`src/rtl/hd44780_pkg.sv`:
```
// Shared constants, state enums and command helpers for the HD44780 character controller.
package hd44780_pkg;

  localparam logic [7:0] CMD_CLEAR    = 8'h01;
  localparam logic [7:0] CMD_ENTRY    = 8'h06;
  localparam logic [7:0] CMD_DISP_OFF = 8'h08;
  localparam logic [7:0] CMD_DISP_ON  = 8'h0C;
  localparam logic [7:0] CMD_FS_BASE8 = 8'h30;
  localparam logic [7:0] CMD_FS_BASE4 = 8'h20;
  localparam logic [7:0] CMD_DDRAM    = 8'h80;

  typedef enum logic [2:0] {ST_POR, ST_INIT, ST_IDLE, ST_ADDR, ST_CHAR, ST_DONE} main_st_e;
  typedef enum logic [1:0] {PH_SETUP, PH_EN_HI, PH_HOLD_WAIT} wr_ph_e;

  typedef struct packed {
    logic [7:0] b;
    logic       nib;
    logic       clr;
  } init_cmd_t;

  function automatic logic [7:0] row_base(input logic [1:0] r, input int cols);
    case (r)
      2'd0:    return 8'h00;
      2'd1:    return 8'h40;
      2'd2:    return 8'(cols);
      default: return 8'(8'h40 + cols);
    endcase
  endfunction

  // 4-bit mode inserts the single 0x2 nibble at index 3, shifting the rest by one.
  function automatic init_cmd_t init_cmd(input logic [3:0] idx, input logic bus4, input logic multi);
    init_cmd_t  c;
    logic [3:0] k;
    c = '{b: CMD_DISP_ON, nib: 1'b0, clr: 1'b0};
    k = (bus4 && idx > 4'd3) ? idx - 4'd1 : idx;
    if (idx < 4'd3) c = '{b: 8'h30, nib: bus4, clr: 1'b1};
    else if (bus4 && idx == 4'd3) c = '{b: 8'h20, nib: 1'b1, clr: 1'b0};
    else begin
      case (k)
        4'd3:    c.b = (bus4 ? CMD_FS_BASE4 : CMD_FS_BASE8) | {4'b0, multi, 3'b0};
        4'd4:    c.b = CMD_DISP_OFF;
        4'd5:    begin c.b = CMD_CLEAR; c.clr = 1'b1; end
        4'd6:    c.b = CMD_ENTRY;
        default: c.b = CMD_DISP_ON;
      endcase
    end
    return c;
  endfunction

endpackage

```
`src/rtl/hd44780_wr_phy.sv`:
```
// Tick divider plus one-byte / one-nibble LCD write sequencer; also times the power-on wait.
module hd44780_wr_phy
  import hd44780_pkg::*;
#(
  parameter int TICK_DIV = 50,
  parameter int BUS4     = 0,
  parameter int WAIT_POR = 40000,
  parameter int WAIT_CMD = 50,
  parameter int WAIT_CLR = 2000
) (
  input  logic       clk,
  input  logic       rst,
  input  logic       start_i,
  input  logic [7:0] data_i,
  input  logic       rs_i,
  input  logic       nib_i,
  input  logic       clr_i,
  output logic       done_o,
  output logic [7:0] lcd_data_o,
  output logic       lcd_rs_o,
  output logic       lcd_en_o
);

  localparam int WMAX = (WAIT_POR > WAIT_CLR) ? ((WAIT_POR > WAIT_CMD) ? WAIT_POR : WAIT_CMD)
                                              : ((WAIT_CLR > WAIT_CMD) ? WAIT_CLR : WAIT_CMD);
  localparam int WW = $clog2(WMAX + 1);
  localparam int TW = (TICK_DIV > 1) ? $clog2(TICK_DIV) : 1;

  logic [TW-1:0] tick_q, tick_d;
  logic          tick;
  wr_ph_e        ph_q, ph_d;
  logic          busy_q, busy_d, hi_q, hi_d, nib_q, nib_d, rs_q, rs_d;
  logic [7:0]    byte_q, byte_d;
  logic [WW-1:0] wtgt_q, wtgt_d, wcnt_q, wcnt_d;

  // Out of reset the sequencer is already busy timing the power-on wait.
  always_ff @(posedge clk or posedge rst) begin
    if (rst) begin
      tick_q <= '0;
      ph_q   <= PH_HOLD_WAIT;
      busy_q <= 1'b1;
      hi_q   <= 1'b0;
      nib_q  <= 1'b0;
      rs_q   <= 1'b0;
      byte_q <= '0;
      wtgt_q <= WW'(WAIT_POR);
      wcnt_q <= '0;
    end else begin
      tick_q <= tick_d;
      ph_q   <= ph_d;
      busy_q <= busy_d;
      hi_q   <= hi_d;
      nib_q  <= nib_d;
      rs_q   <= rs_d;
      byte_q <= byte_d;
      wtgt_q <= wtgt_d;
      wcnt_q <= wcnt_d;
    end
  end

  always_comb begin
    tick   = (tick_q == TW'(TICK_DIV - 1));
    tick_d = tick ? '0 : tick_q + 1'b1;
    ph_d   = ph_q;
    busy_d = busy_q;
    hi_d   = hi_q;
    nib_d  = nib_q;
    rs_d   = rs_q;
    byte_d = byte_q;
    wtgt_d = wtgt_q;
    wcnt_d = wcnt_q;
    done_o = 1'b0;
    if (!busy_q) begin
      if (start_i) begin
        busy_d = 1'b1;
        ph_d   = PH_SETUP;
        byte_d = data_i;
        rs_d   = rs_i;
        nib_d  = nib_i;
        hi_d   = (BUS4 != 0);
        wtgt_d = clr_i ? WW'(WAIT_CLR) : WW'(WAIT_CMD);
        wcnt_d = '0;
      end
    end else if (tick) begin
      case (ph_q)
        PH_SETUP: ph_d = PH_EN_HI;
        PH_EN_HI: begin
          // Full byte in nibble mode: the low nibble's SETUP tick is the gap between pulses.
          if ((BUS4 != 0) && hi_q && !nib_q) begin
            hi_d = 1'b0;
            ph_d = PH_SETUP;
          end else begin
            ph_d   = PH_HOLD_WAIT;
            wcnt_d = '0;
          end
        end
        default: begin
          if (wcnt_q == wtgt_q - 1'b1) begin
            busy_d = 1'b0;
            done_o = 1'b1;
          end else wcnt_d = wcnt_q + 1'b1;
        end
      endcase
    end
  end

  always_comb begin
    lcd_en_o   = busy_q && (ph_q == PH_EN_HI);
    lcd_rs_o   = rs_q;
    lcd_data_o = byte_q;
    if (BUS4 != 0) lcd_data_o = {(hi_q ? byte_q[7:4] : byte_q[3:0]), 4'h0};
  end

endmodule

```
`src/rtl/hd44780_char_ctrl.sv`:
```
// HD44780 character-LCD controller: power-on init, then frame-buffer writes to DDRAM on request.
module hd44780_char_ctrl
  import hd44780_pkg::*;
#(
  parameter int TICK_DIV     = 50,
  parameter int ROWS         = 2,
  parameter int COLS         = 16,
  parameter int BUS4         = 0,
  parameter int AUTO_REFRESH = 0,
  parameter int WAIT_POR     = 40000,
  parameter int WAIT_CMD     = 50,
  parameter int WAIT_CLR     = 2000
) (
  input  logic                   sys_clk,
  input  logic                   rst,
  input  logic [ROWS*COLS*8-1:0] frame,
  input  logic                   refresh_req,
  output logic                   ready,
  output logic                   frame_done,
  output logic [7:0]             lcd_data,
  output logic                   lcd_rs,
  output logic                   lcd_rw,
  output logic                   lcd_en,
  output logic                   lcd_on
);

  localparam int NCH       = ROWS * COLS;
  localparam int RW        = $clog2(ROWS) + 1;
  localparam int CW        = $clog2(COLS) + 1;
  localparam int SW        = $clog2(NCH * 8);
  localparam int INIT_LAST = (BUS4 != 0) ? 8 : 7;

  main_st_e       st_q, st_d;
  logic [3:0]     idx_q, idx_d;
  logic [RW-1:0]  row_q, row_d;
  logic [CW-1:0]  col_q, col_d;
  logic [NCH*8-1:0] snap_q, snap_d;
  logic           pend_q, pend_d, infl_q, infl_d, on_q;

  logic           start, wr_rs, wr_nib, wr_clr, done;
  logic [7:0]     wr_byte, chr;
  logic [SW-1:0]  sel;
  init_cmd_t      ic;

  hd44780_wr_phy #(
    .TICK_DIV(TICK_DIV), .BUS4(BUS4), .WAIT_POR(WAIT_POR), .WAIT_CMD(WAIT_CMD), .WAIT_CLR(WAIT_CLR)
  ) u_phy (
    .clk(sys_clk), .rst(rst), .start_i(start), .data_i(wr_byte), .rs_i(wr_rs),
    .nib_i(wr_nib), .clr_i(wr_clr), .done_o(done),
    .lcd_data_o(lcd_data), .lcd_rs_o(lcd_rs), .lcd_en_o(lcd_en)
  );

  always_ff @(posedge sys_clk or posedge rst) begin
    if (rst) begin
      st_q   <= ST_POR;
      idx_q  <= '0;
      row_q  <= '0;
      col_q  <= '0;
      snap_q <= '0;
      pend_q <= 1'b0;
      infl_q <= 1'b0;
      on_q   <= 1'b0;
    end else begin
      st_q   <= st_d;
      idx_q  <= idx_d;
      row_q  <= row_d;
      col_q  <= col_d;
      snap_q <= snap_d;
      pend_q <= pend_d;
      infl_q <= infl_d;
      on_q   <= 1'b1;
    end
  end

  always_comb begin
    st_d   = st_q;
    idx_d  = idx_q;
    row_d  = row_q;
    col_d  = col_q;
    snap_d = snap_q;
    pend_d = pend_q;
    infl_d = infl_q;
    if (start) infl_d = 1'b1;
    if (done)  infl_d = 1'b0;
    // Requests arriving while busy coalesce into one sticky pending frame.
    if (refresh_req && st_q != ST_IDLE) pend_d = 1'b1;
    case (st_q)
      ST_POR: if (done) begin st_d = ST_INIT; idx_d = '0; end
      ST_INIT: if (done) begin
        if (idx_q == 4'(INIT_LAST)) st_d = ST_IDLE;
        else idx_d = idx_q + 4'd1;
      end
      ST_IDLE: if (refresh_req || pend_q) begin
        snap_d = frame; pend_d = 1'b0; row_d = '0; col_d = '0; st_d = ST_ADDR;
      end
      ST_ADDR: if (done) begin st_d = ST_CHAR; col_d = '0; end
      ST_CHAR: if (done) begin
        if (col_q == CW'(COLS - 1)) begin
          col_d = '0;
          if (row_q == RW'(ROWS - 1)) st_d = ST_DONE;
          else begin row_d = row_q + 1'b1; st_d = ST_ADDR; end
        end else col_d = col_q + 1'b1;
      end
      default: begin
        st_d = ST_IDLE;
        if (AUTO_REFRESH != 0) begin
          snap_d = frame; pend_d = 1'b0; row_d = '0; col_d = '0; st_d = ST_ADDR;
        end
      end
    endcase
  end

  always_comb begin
    ic         = init_cmd(idx_q, BUS4 != 0, ROWS > 1);
    sel        = SW'((NCH - 1 - (int'(row_q) * COLS + int'(col_q))) * 8);
    chr        = snap_q[sel +: 8];
    ready      = (st_q == ST_IDLE);
    frame_done = (st_q == ST_DONE);
    lcd_rw     = 1'b0;
    lcd_on     = on_q;
    start      = (st_q == ST_INIT || st_q == ST_ADDR || st_q == ST_CHAR) && !infl_q;
    wr_byte    = chr;
    wr_rs      = 1'b1;
    wr_nib     = 1'b0;
    wr_clr     = 1'b0;
    if (st_q == ST_INIT) begin
      wr_byte = ic.b; wr_rs = 1'b0; wr_nib = ic.nib; wr_clr = ic.clr;
    end else if (st_q == ST_ADDR) begin
      wr_byte = CMD_DDRAM | row_base(2'(row_q), COLS); wr_rs = 1'b0;
    end
  end

endmodule

```
`config.mk`:
```
export PLATFORM = sky130hd
export DESIGN_NAME = hd44780_char_ctrl
export DESIGN_NICKNAME = d
export VERILOG_FILES = /design/src/rtl/hd44780_pkg.sv /design/src/rtl/hd44780_wr_phy.sv /design/src/rtl/hd44780_char_ctrl.sv
export SDC_FILE = /design/constraint.sdc
export NUM_CORES = 1
export LEC_CHECK = 0
export CAP_MARGIN = 15
export CORE_MARGIN = 8
export CORE_UTILIZATION = 55
export DETAILED_ROUTE_END_ITERATION = 8
export DONT_BUFFER_PORTS = 1
export PLACE_DENSITY = 0.81
export REMOVE_ABC_BUFFERS = 1
export SETUP_SLACK_MARGIN = 0.05
export SYNTH_ARGS = -nofsm -noshare
export SYNTH_HDL_FRONTEND = slang
export SYNTH_HIERARCHICAL = 1
export SYNTH_SLANG_ARGS = --single-unit
```
`constraint.sdc`:
```
create_clock -name sys_clk -period 9.6 [get_ports sys_clk]
set_input_delay 0.48 -clock sys_clk [delete_from_list [all_inputs] [get_ports sys_clk]]
set_output_delay 0.48 -clock sys_clk [all_outputs]
set_load 0.02 [all_outputs]
```
## Yosys cells after proc, flatten, opt, wreduce, memory -nomap -nowiden

Cells that the tools add are included.

- Bits in registers: 323
- Logic and storage cells: 138
- Input port bits: 259
- Output and inout bits: 14

- Multiplexer cells: 58
- Order comparisons: 1
- Shifts and indexed selects: 1
- Eq/ne operators: 30
- Bitwise operators: 1
- Add/sub/neg operators: 8
- Reductions and logical operators: 24

Operator list:

| operator | number |
|---|---|
| $shiftx 256x9->8 | 1 |
| $mux 16 | 4 |
| $pmux 16 s2 | 1 |
| $mux 3 | 8 |
| $mux 8 | 3 |
| $pmux 6 s4 | 1 |
| $pmux 7 s3 | 1 |
| $mux 5 | 4 |
| $mux 1 | 19 |
| $ne 2x2->1 const B | 9 |
| $add 16x1->16 const B | 1 |
| $eq 16x16->1 | 1 |
| $eq 4x3->1 const B | 4 |
| $sub 16x1->16 const B | 1 |
| $pmux 3 s5 | 1 |
| $pmux 5 s3 | 1 |
| $mux 2 | 7 |
| $mux 4 | 3 |
| $reduce_and 4->1 | 3 |
| $mux 11 | 1 |
| $pmux 2 s2 | 2 |
| $pmux 4 s2 | 1 |
| $reduce_bool 2->1 | 4 |
| $reduce_and 7->1 | 1 |
| 30 further kinds | 41 |

## Longest topological paths before layout

Gate-level depths: netlist of run 1.

- Word-level depth: 8
- Gate-level depth with buffers: 15
- Mapped depth without buffers: 13

## Modules after synthesis

Netlist of run 1, hierarchy kept.

By module, submodules not included:

| module | area each (µm²) | seq. area each (µm²) | cells an instance | times used |
|---|---|---|---|---|
| hd44780_char_ctrl | 12956.2 | 6831.6 | 1368 | 1 |
| hd44780_wr_phy | 2277.2 | 980.9 | 255 | 1 |

## Worst setup path after synthesis of run 1

No wires, ideal clock.

- Path type: reg2reg
- Start point: reg u_phy.wtgt_q[5]
- End point: reg idx_q[3]
- Buffers on the path: 2
- Path slack: 6.225 ns
- Required time: 9.466 ns
- Data arrival time: 3.241 ns
- Period minus slack after synthesis: 3.375 ns
- Stages on the path, launching flop included: 16
- Library setup time: 0.134 ns
- Path through: dfrtp_1 > buf_6 > inv_1 > ha_1 > or4b_4 > xor2_1 > a21oi_1 > nor4_1 > nand3_1 > nor3_1 > clkbuf_1 > nand2b_1 > a211oi_1 > a21bo_2 > nand2_1 > o31ai_1

- Longest elaborated chain between the ends: 8
- Elaborated cells on any way between the ends: 9
- Classes of those cells: add/sub: 1; eq/ne: 3; mux: 4; reduce/logical: 1

RTL lines:

| item | line | RTL |
|---|---|---|
| start, declared | hd44780_wr_phy.sv:34 | `logic [WW-1:0] wtgt_q, wtgt_d, wcnt_q, wcnt_d;` |
| start signal, assigned | hd44780_wr_phy.sv:46 | `wtgt_q <= WW'(WAIT_POR);` |
| start signal, assigned | hd44780_wr_phy.sv:56 | `wtgt_q <= wtgt_d;` |
| $sub 16x1->16 (*) | hd44780_wr_phy.sv:98 | `if (wcnt_q == wtgt_q - 1'b1) begin` |
| $eq 16x16->1 (*) | hd44780_wr_phy.sv:98 |  |
| $mux 1 (*) | hd44780_wr_phy.sv:98 |  |
| $mux 1 (*) | hd44780_wr_phy.sv:85 | `case (ph_q)` |
| $mux 1 (*) | hd44780_wr_phy.sv:84 | `end else if (tick) begin` |
| $mux 1 (*) | hd44780_wr_phy.sv:73 | `if (!busy_q) begin` |
| net done | hd44780_char_ctrl.sv:40 | `logic start, wr_rs, wr_nib, wr_clr, done;` |
| $ne 2x2->1 (no source line) | -- |  |
| $reduce_and 4->1 (no source line) (*) | -- |  |
| end signal, assigned | hd44780_char_ctrl.sv:65 | `idx_q <= idx_d;` |
| end, declared | hd44780_char_ctrl.sv:34 | `logic [3:0] idx_q, idx_d;` |

The timed path passes the listed nets; every way through them passes the cells marked *.
A chain may end at the register's enable or synchronous reset.

## Worst setup path after layout of run 1

Same ends and word-level chain as after synthesis.

==> metrics, run 1 <==
die area between 30000 and 40000 sq um; post-CTS setup buffer count 0; sequential share of the synthesized area 0.513; RSZ-0062 raised after global routing no; Routed WL about 39000 um; Die X between 150 and 200 um; Post-DRT Antenna Nets 0; endpoints failing setup 0; WS Path Type reg2reg; Synth top area share 0.506; Worst path max stage delay between 0.8 and 0.9 ns; RePlAce Congestion between 0.8 and 0.9; Synth area leader dfrtp_1; critical-path cell list inv_1 -> ha_1 -> nor4b_1 -> nand3_1 -> a31oi_1 -> nand3_1 -> nor3_1 -> nand2b_1 -> a211oi_1 -> a21bo_2 -> nand2_1 -> o31ai_1; clk buf depth 3; IO buf count 0; core area 27600 sq um; Most Frequent Cell on Critical Path nand3_1; Worst Skew roughly 0.023 ns; crit path DAT approximately 5 ns; Nets approximately 1800; dpl hpwl around 27000 um; H-tree levels 2; detailed router's first-iteration violation count just under 900; slew at the pin with the worst max-slew slack 1.07 ns; EDFF count, synth 0; Synth Register Bits between 300 and 400; CTS root buf clkbuf_16; # diodes 0; synthesis-to-finish area growth 8.31%; post-synth cell types 70; Synth Flop Type dfrtp_1; end-of-flow core utilization 0.599; critical path startpoint category flip-flop; Resized cells post-CTS 0; fin crit period between 4 and 5 ns; Max Cap Viol 0; power density cells 175 nW/um^2; Yosys warning total 6; status finished clean; router iterations before antenna repair 5; Worst Path Max Fanout 10; IO Count ~270; share of cells above drive strength 1 0.101; Synth async-reset ratio 1.00; CTS Hold Buffers Added 1; slowest CP cell nor3_1; vias in the first global route 11800; CTS tree built; multi-input logic area approximately 7000 sq um; min-delay worst type in2async; first-pass GRT wire length between 60000 and 70000 um; peak supply drop 0.160 mV; Fmax about 220 MHz; Static Leak between 8 and 9 nW; clock transition at the registers of the reported paths 0.06 ns; vias per std cell roughly 5.7; Mapped Area between 15000 and 20000 sq um; Overflow after GRT 0; dominant cells by area after synthesis dfrtp_1, nand2_1, mux4_2; Final Hold Fails 0; most frequent cells in the layout nand2_1, dfrtp_1, nor2_1; GRT Overall Usage 0.235; routed vias about 11000; Post-Synthesis Cells about 1600; critical path endpoint category flip-flop; fill count roughly 2300; Critical Path RT about 10 ns; Register Area approximately 7800 sq um; post-route clock period utilization 0.473; Min Hold Slack between 0.04 and 0.05 ns; Chip Height 182 um; syn_area_per_cell around 9.4 sq um; wire length per cell 19.8 um; TritonCTS Buffers 34; clock sink total approximately 310; Initial Util 0.553; row count 61; initial antenna violation count 0; largest net degree at the start of global routing roughly 150; fin. max-slew vios 0; worst skew pair latency roughly 0.53 ns; DRC Markers 0; most common cell after layout, fill and taps aside nand2_1; Worst slew margin 0.280
layer usage:
layer	up-vias	GRT usage	routed length (um)
li1	5272	-	-
met1	5532	0.294	15600
met2	435	0.381	18800
met3	95	0.0732	3410
met4	0	0.0892	1470
met5	-	0	0
cell families after synthesis:
| logic type | synth area share |
|---|---|
| flops | 0.513 |
| buf+inv | 0.0384 |
| xor+xnor | 0.0126 |
| other cells | 0.000493 |
| compound gates | 0.0556 |
| mux | 0.124 |
| fa+ha+maj | 0.0107 |
| simple gates | 0.246 |
critical path: cells and delay by family, from the launching register on:
kind / cells / cell delay, ns
adders and majority gates: 1 / 0.28
AOI/OAI and AO/OA: 4 / 1.73
and+or+nand+nor: 6 / 1.82
DFF: 1 / 0.47
buffers and inverters: 1 / 0.12
flip-flops by register name, indices dropped and copies added (netlist names):
signal and cells:
col_q 5, idx_q 4, infl_q 1, lcd_on 1, pend_q 1, row_q 2
snap_q 256, st_q 3, u_phy/busy_q 1, u_phy/lcd_data_o 8, u_phy/lcd_rs_o 1, u_phy/ph_q 2
u_phy/tick_q 6, u_phy/wcnt_q 16, u_phy/wtgt_q 5
cell usage after synthesis (4+ instances only):
cell and number:
nand2_1 765, dfrtp_1 308, buf_2 61, nor2_1 50, mux4_2 41, mux2_2 36, mux2i_1 32, nand3_1 25
clkbuf_1 24, a21oi_1 21, o21ai_0 20, inv_1 17, xnor2_1 14, ha_1 13, nand2b_1 11, nor3_1 11
nor2b_1 10, a211oi_1 9, mux4_1 9, and3_1 8, xor2_1 8, a31oi_1 7, buf_6 7, nand4_1 7
nor3b_1 7, a22oi_1 6, nand3b_1 6, a21o_1 5, a221oi_1 5, a2111oi_1 4, dfstp_2 4, o21bai_1 4
o22ai_1 4
worst paths after layout:
kind | startpoint | to | slack [ns] | depth (start not counted)
setup / recovery | u_phy/wtgt_q[5] | idx_q[3] | 5.06 | 12
hold / removal | rst | snap_q[184] | 0.04 | 1
setup reg to reg | u_phy/wtgt_q[5] | idx_q[3] | 5.06 | 12
hold reg to reg | snap_q[233] | snap_q[233] | 0.46 | 2
max in group asynchronous | rst | snap_q[112] | 8.07 | 2
min in group sys_clk | frame[36] | snap_q[36] | 0.05 | 2
per-stage QoR:
step | setup TNS (ns) | cells | worst slack [ns] | instance area [sq um] | power (mW)
final | 0 | 1979 | 5.06 | 16500 | 2.88
after global routing | 0 | 1979 | 4.66 | 16500 | 2.98
after CTS | 0 | 1979 | 5.14 | 16500 | 2.90
after detailed placement | 0 | 1917 | 5.17 | 15300 | 1.53
after global placement | 0 | 1916 | 5.39 | 15300 | 1.52
after floorplan | -1193.16 | 1526 | -5.75 | 14700 | 1.50
layout make-up:
type	instances	area share
clock buffer	49	0.0574
clock inverter	12	0.0139
multi-input combinational	1197	0.415
sequential	312	0.474
inverter	17	0.00432
timing repair buffer	14	0.00637
tap	378	0.0287
report_power, final:
group,internal (mW),switching (mW)
logic,0.0467,0.0616
clock network,0.832,0.541
registers,1.37,0.0303
Power figures use the tool's default switching activity.
==> inputs of run 2 (changes only) <==
clock period = 4.76 ns   (was 9.6 ns; I/O delays follow)
==> run 2 against run 1 <==
Against the previous run:
- first-iteration DRC count rose by 67%
- clock-buffer cell count is the same
- worst hold slack worse by 0.0029 ns
- global-route usage grew 5.9 points
- non-clock buffer count grew 259
- die area is the same
- worst setup slack lost 4.2 ns
- largest power group unchanged
- sequential share of layout area fell by 6.6 points
- highest routed layer is now met5
- critical endpoint unchanged
==> metrics, run 2 (synthesis results as in run 1) <==
router iterations before antenna repair 5 (unchanged); Hold Startpoint refresh_req; GRT Overall Usage 0.294 (was 0.235); endpoints failing setup 0 (unchanged); fin crit period 3.87 ns (was 4.55 ns); Pint 4.61 mW (was 2.25 mW); Flop pwr share 0.471 (was 0.486); worst setup path startpoint u_phy/wtgt_q[5] (unchanged); post-route clock period utilization 0.814 (was 0.473); Worst Path Max Fanout 10 (unchanged); largest net degree at the start of global routing 181 (was 146); initial antenna violation count 12 (was 0); TritonCTS Buffers 35 (was 34); Post-DRT Antenna Nets 0 (unchanged); Reg2Reg Depth 13 (was 12); Reg-to-Reg End idx_q[3] (unchanged); Overflow after GRT 0 (unchanged); die area 33300 sq um (unchanged); vias in the first global route 14100 (was 11800); DRC Markers 0 (unchanged); clk buf depth 3 (unchanged); Nets 2108 (was 1848); Static Leak 9.45 nW (was 8.34 nW); Worst path max stage delay 0.66 ns (was 0.85 ns); core area 27600 sq um (unchanged); Final Cell Area 19200 sq um (was 16500 sq um); status finished clean (unchanged); Sw Share 0.234 (was 0.220); fin cells 2254 (was 1979); Die X 182 um (unchanged); Buf+Inv Stages, Crit Path 2 (was 1); switching power 1.41 mW (was 0.633 mW); Final Hold Fails 0 (unchanged); fin. max-slew vios 0 (unchanged); largest delay contributor family on the critical path compound AO/OA/AOI/OAI gates (was simple AND/OR/NAND/NOR gates); critical path startpoint category flip-flop (unchanged); CTS root buf clkbuf_16 (unchanged); dpl cell area 15400 sq um (was 15300 sq um); IO Count 273 (unchanged); wire length per cell 21.7 um (was 19.8 um); min-delay worst type in2reg (was in2async); Biggest register snap_q (unchanged); Chip Height 182 um (unchanged); crit path DAT 4.26 ns (was 4.95 ns); clock sink total 312 (unchanged); slew at the pin with the worst max-slew slack 1.16 ns (was 1.07 ns); reg2reg setup slack 0.89 ns (was 5.06 ns); Placed Cells 1918 (was 1917); Worst Skew 0.0224 ns (was 0.0234 ns); Worst slew margin 0.224 (was 0.280); WHS Endpoint st_q[0]; Min Hold Slack 0.0405 ns (was 0.0434 ns); row count 61 (unchanged); Initial Util 0.553 (unchanged); Routed WL 48900 um (was 39300 um); detailed router's first-iteration violation count 1442 (was 866); slowest CP cell a31oi_1 (was nor3_1); Resized cells post-CTS 0 (unchanged); RePlAce Congestion 0.876 (was 0.900); CTS Hold Buffers Added 258 (was 1); fill count 1817 (was 2266); IO buf count 0 (unchanged); most common cell after layout, fill and taps aside nand2_1 (unchanged); routed vias 13400 (was 11300); post-CTS setup buffer count 0 (unchanged); WS Path Type reg2reg (unchanged); share of cells above drive strength 1 0.0924 (was 0.101); clock transition at the registers of the reported paths 0.06 ns (about the same); Largest register FFs 256 (unchanged); power density cells 314 nW/um^2 (was 175 nW/um^2); dpl hpwl 26900 um (was 27100 um); Max Cap Viol 0 (unchanged); most frequent cells in the layout nand2_1, dfrtp_1, dlygate4sd3_1 (was nand2_1, dfrtp_1, nor2_1); vias per std cell 5.95 (was 5.73); depth of the worst hold-timing path 2; first-pass GRT wire length 76600 um (was 62400 um); Critical Path RT 5.15 ns (was 10.00 ns); clock power share 0.459 (was 0.476); peak supply drop 0.358 mV (was 0.160 mV); Most Frequent Cell on Critical Path nand3_1 (unchanged); total power 6.02 mW (was 2.88 mW); critical path endpoint category flip-flop (unchanged); worst skew pair latency 0.52 ns (was 0.53 ns); Fmax 258 MHz (was 220 MHz); H-tree levels 2 (unchanged); combinational share of power 0.070 (was 0.038); critical-path cell list inv_1 -> ha_1 -> nor4b_1 -> nand3_1 -> a31oi_1 -> nand3_1 -> nor3_1 -> buf_4 -> nand2b_1 -> a211oi_1 -> a21bo_2 -> nand2_1 -> o31ai_1 (was inv_1 -> ha_1 -> nor4b_1 -> nand3_1 -> a31oi_1 -> nand3_1 -> nor3_1 -> nand2b_1 -> a211oi_1 -> a21bo_2 -> nand2_1 -> o31ai_1); CTS tree built (unchanged); synthesis-to-finish area growth 25.9% (was 8.31%); RR Startpoint u_phy/wtgt_q[5] (unchanged); RSZ-0062 raised after global routing no (unchanged)
-- run 2: changes by cell type in the layout (fill, tap and decap cells not counted), sizes merged --
cell / before / now
buf: 13 / 15
bufinv: 5 / 2
clkinv: 5 / 11
clkinvlp: 0 / 1
diode: 0 / 14
dlygate4sd3: 1 / 258
inv: 19 / 17
-- run 2: worst max-delay path by stage --
stage                endpoint  slack, ns  cells past startpoint
detailed placement   idx_q[3]       0.97                     13
global route         idx_q[3]       0.53                     13
floorplan           snap_q[0]     -10.59                      3
finish               idx_q[3]       0.89                     13
global placement     idx_q[3]       1.01                     13
CTS                  idx_q[3]       0.93                     13
-- run 2: power groups by stage --
stage / logic [mW] / clock network, mW / registers, mW
after detailed placement: 0.223 / 0 / 2.87
after global routing: 0.462 / 2.88 / 2.84
after CTS: 0.403 / 2.75 / 2.82
final: 0.422 / 2.76 / 2.84
after global placement: 0.212 / 0 / 2.86
after floorplan: 0.179 / 0 / 2.85
-- run 2: area by class of cell --
type / count / area [sq um] / share of cell area
sequential: 312 / 7820 / 0.408
multi-input combinational: 1197 / 6850 / 0.357
timing repair buffer: 273 / 2750 / 0.144
clock buffer: 49 / 1020 / 0.0531
tap: 378 / 473 / 0.0247
clock inverter: 14 / 149 / 0.00777
inverter: 17 / 71.3 / 0.00372
antenna: 14 / 35.0 / 0.00183
-- run 2: per-layer routing --
layer	global-route usage	vias to the layer above	share of wire
met4	0.176	6	0.066
met3	0.0638	255	0.084
met5	0	-	0.00070
met2	0.493	871	0.49
met1	0.343	6460	0.36
li1	-	5812	-
-- run 2: metrics by stage --
stage / setup slack [ns] / setup TNS [ns] / util
after detailed placement: 0.974 / 0 / 0.558
after floorplan: -10.59 / -3261.35 / -
after CTS: 0.931 / 0 / 0.694
final: 0.886 / 0 / 0.696
after global placement: 1.01 / 0 / 0.558
after global routing: 0.530 / 0 / 0.695
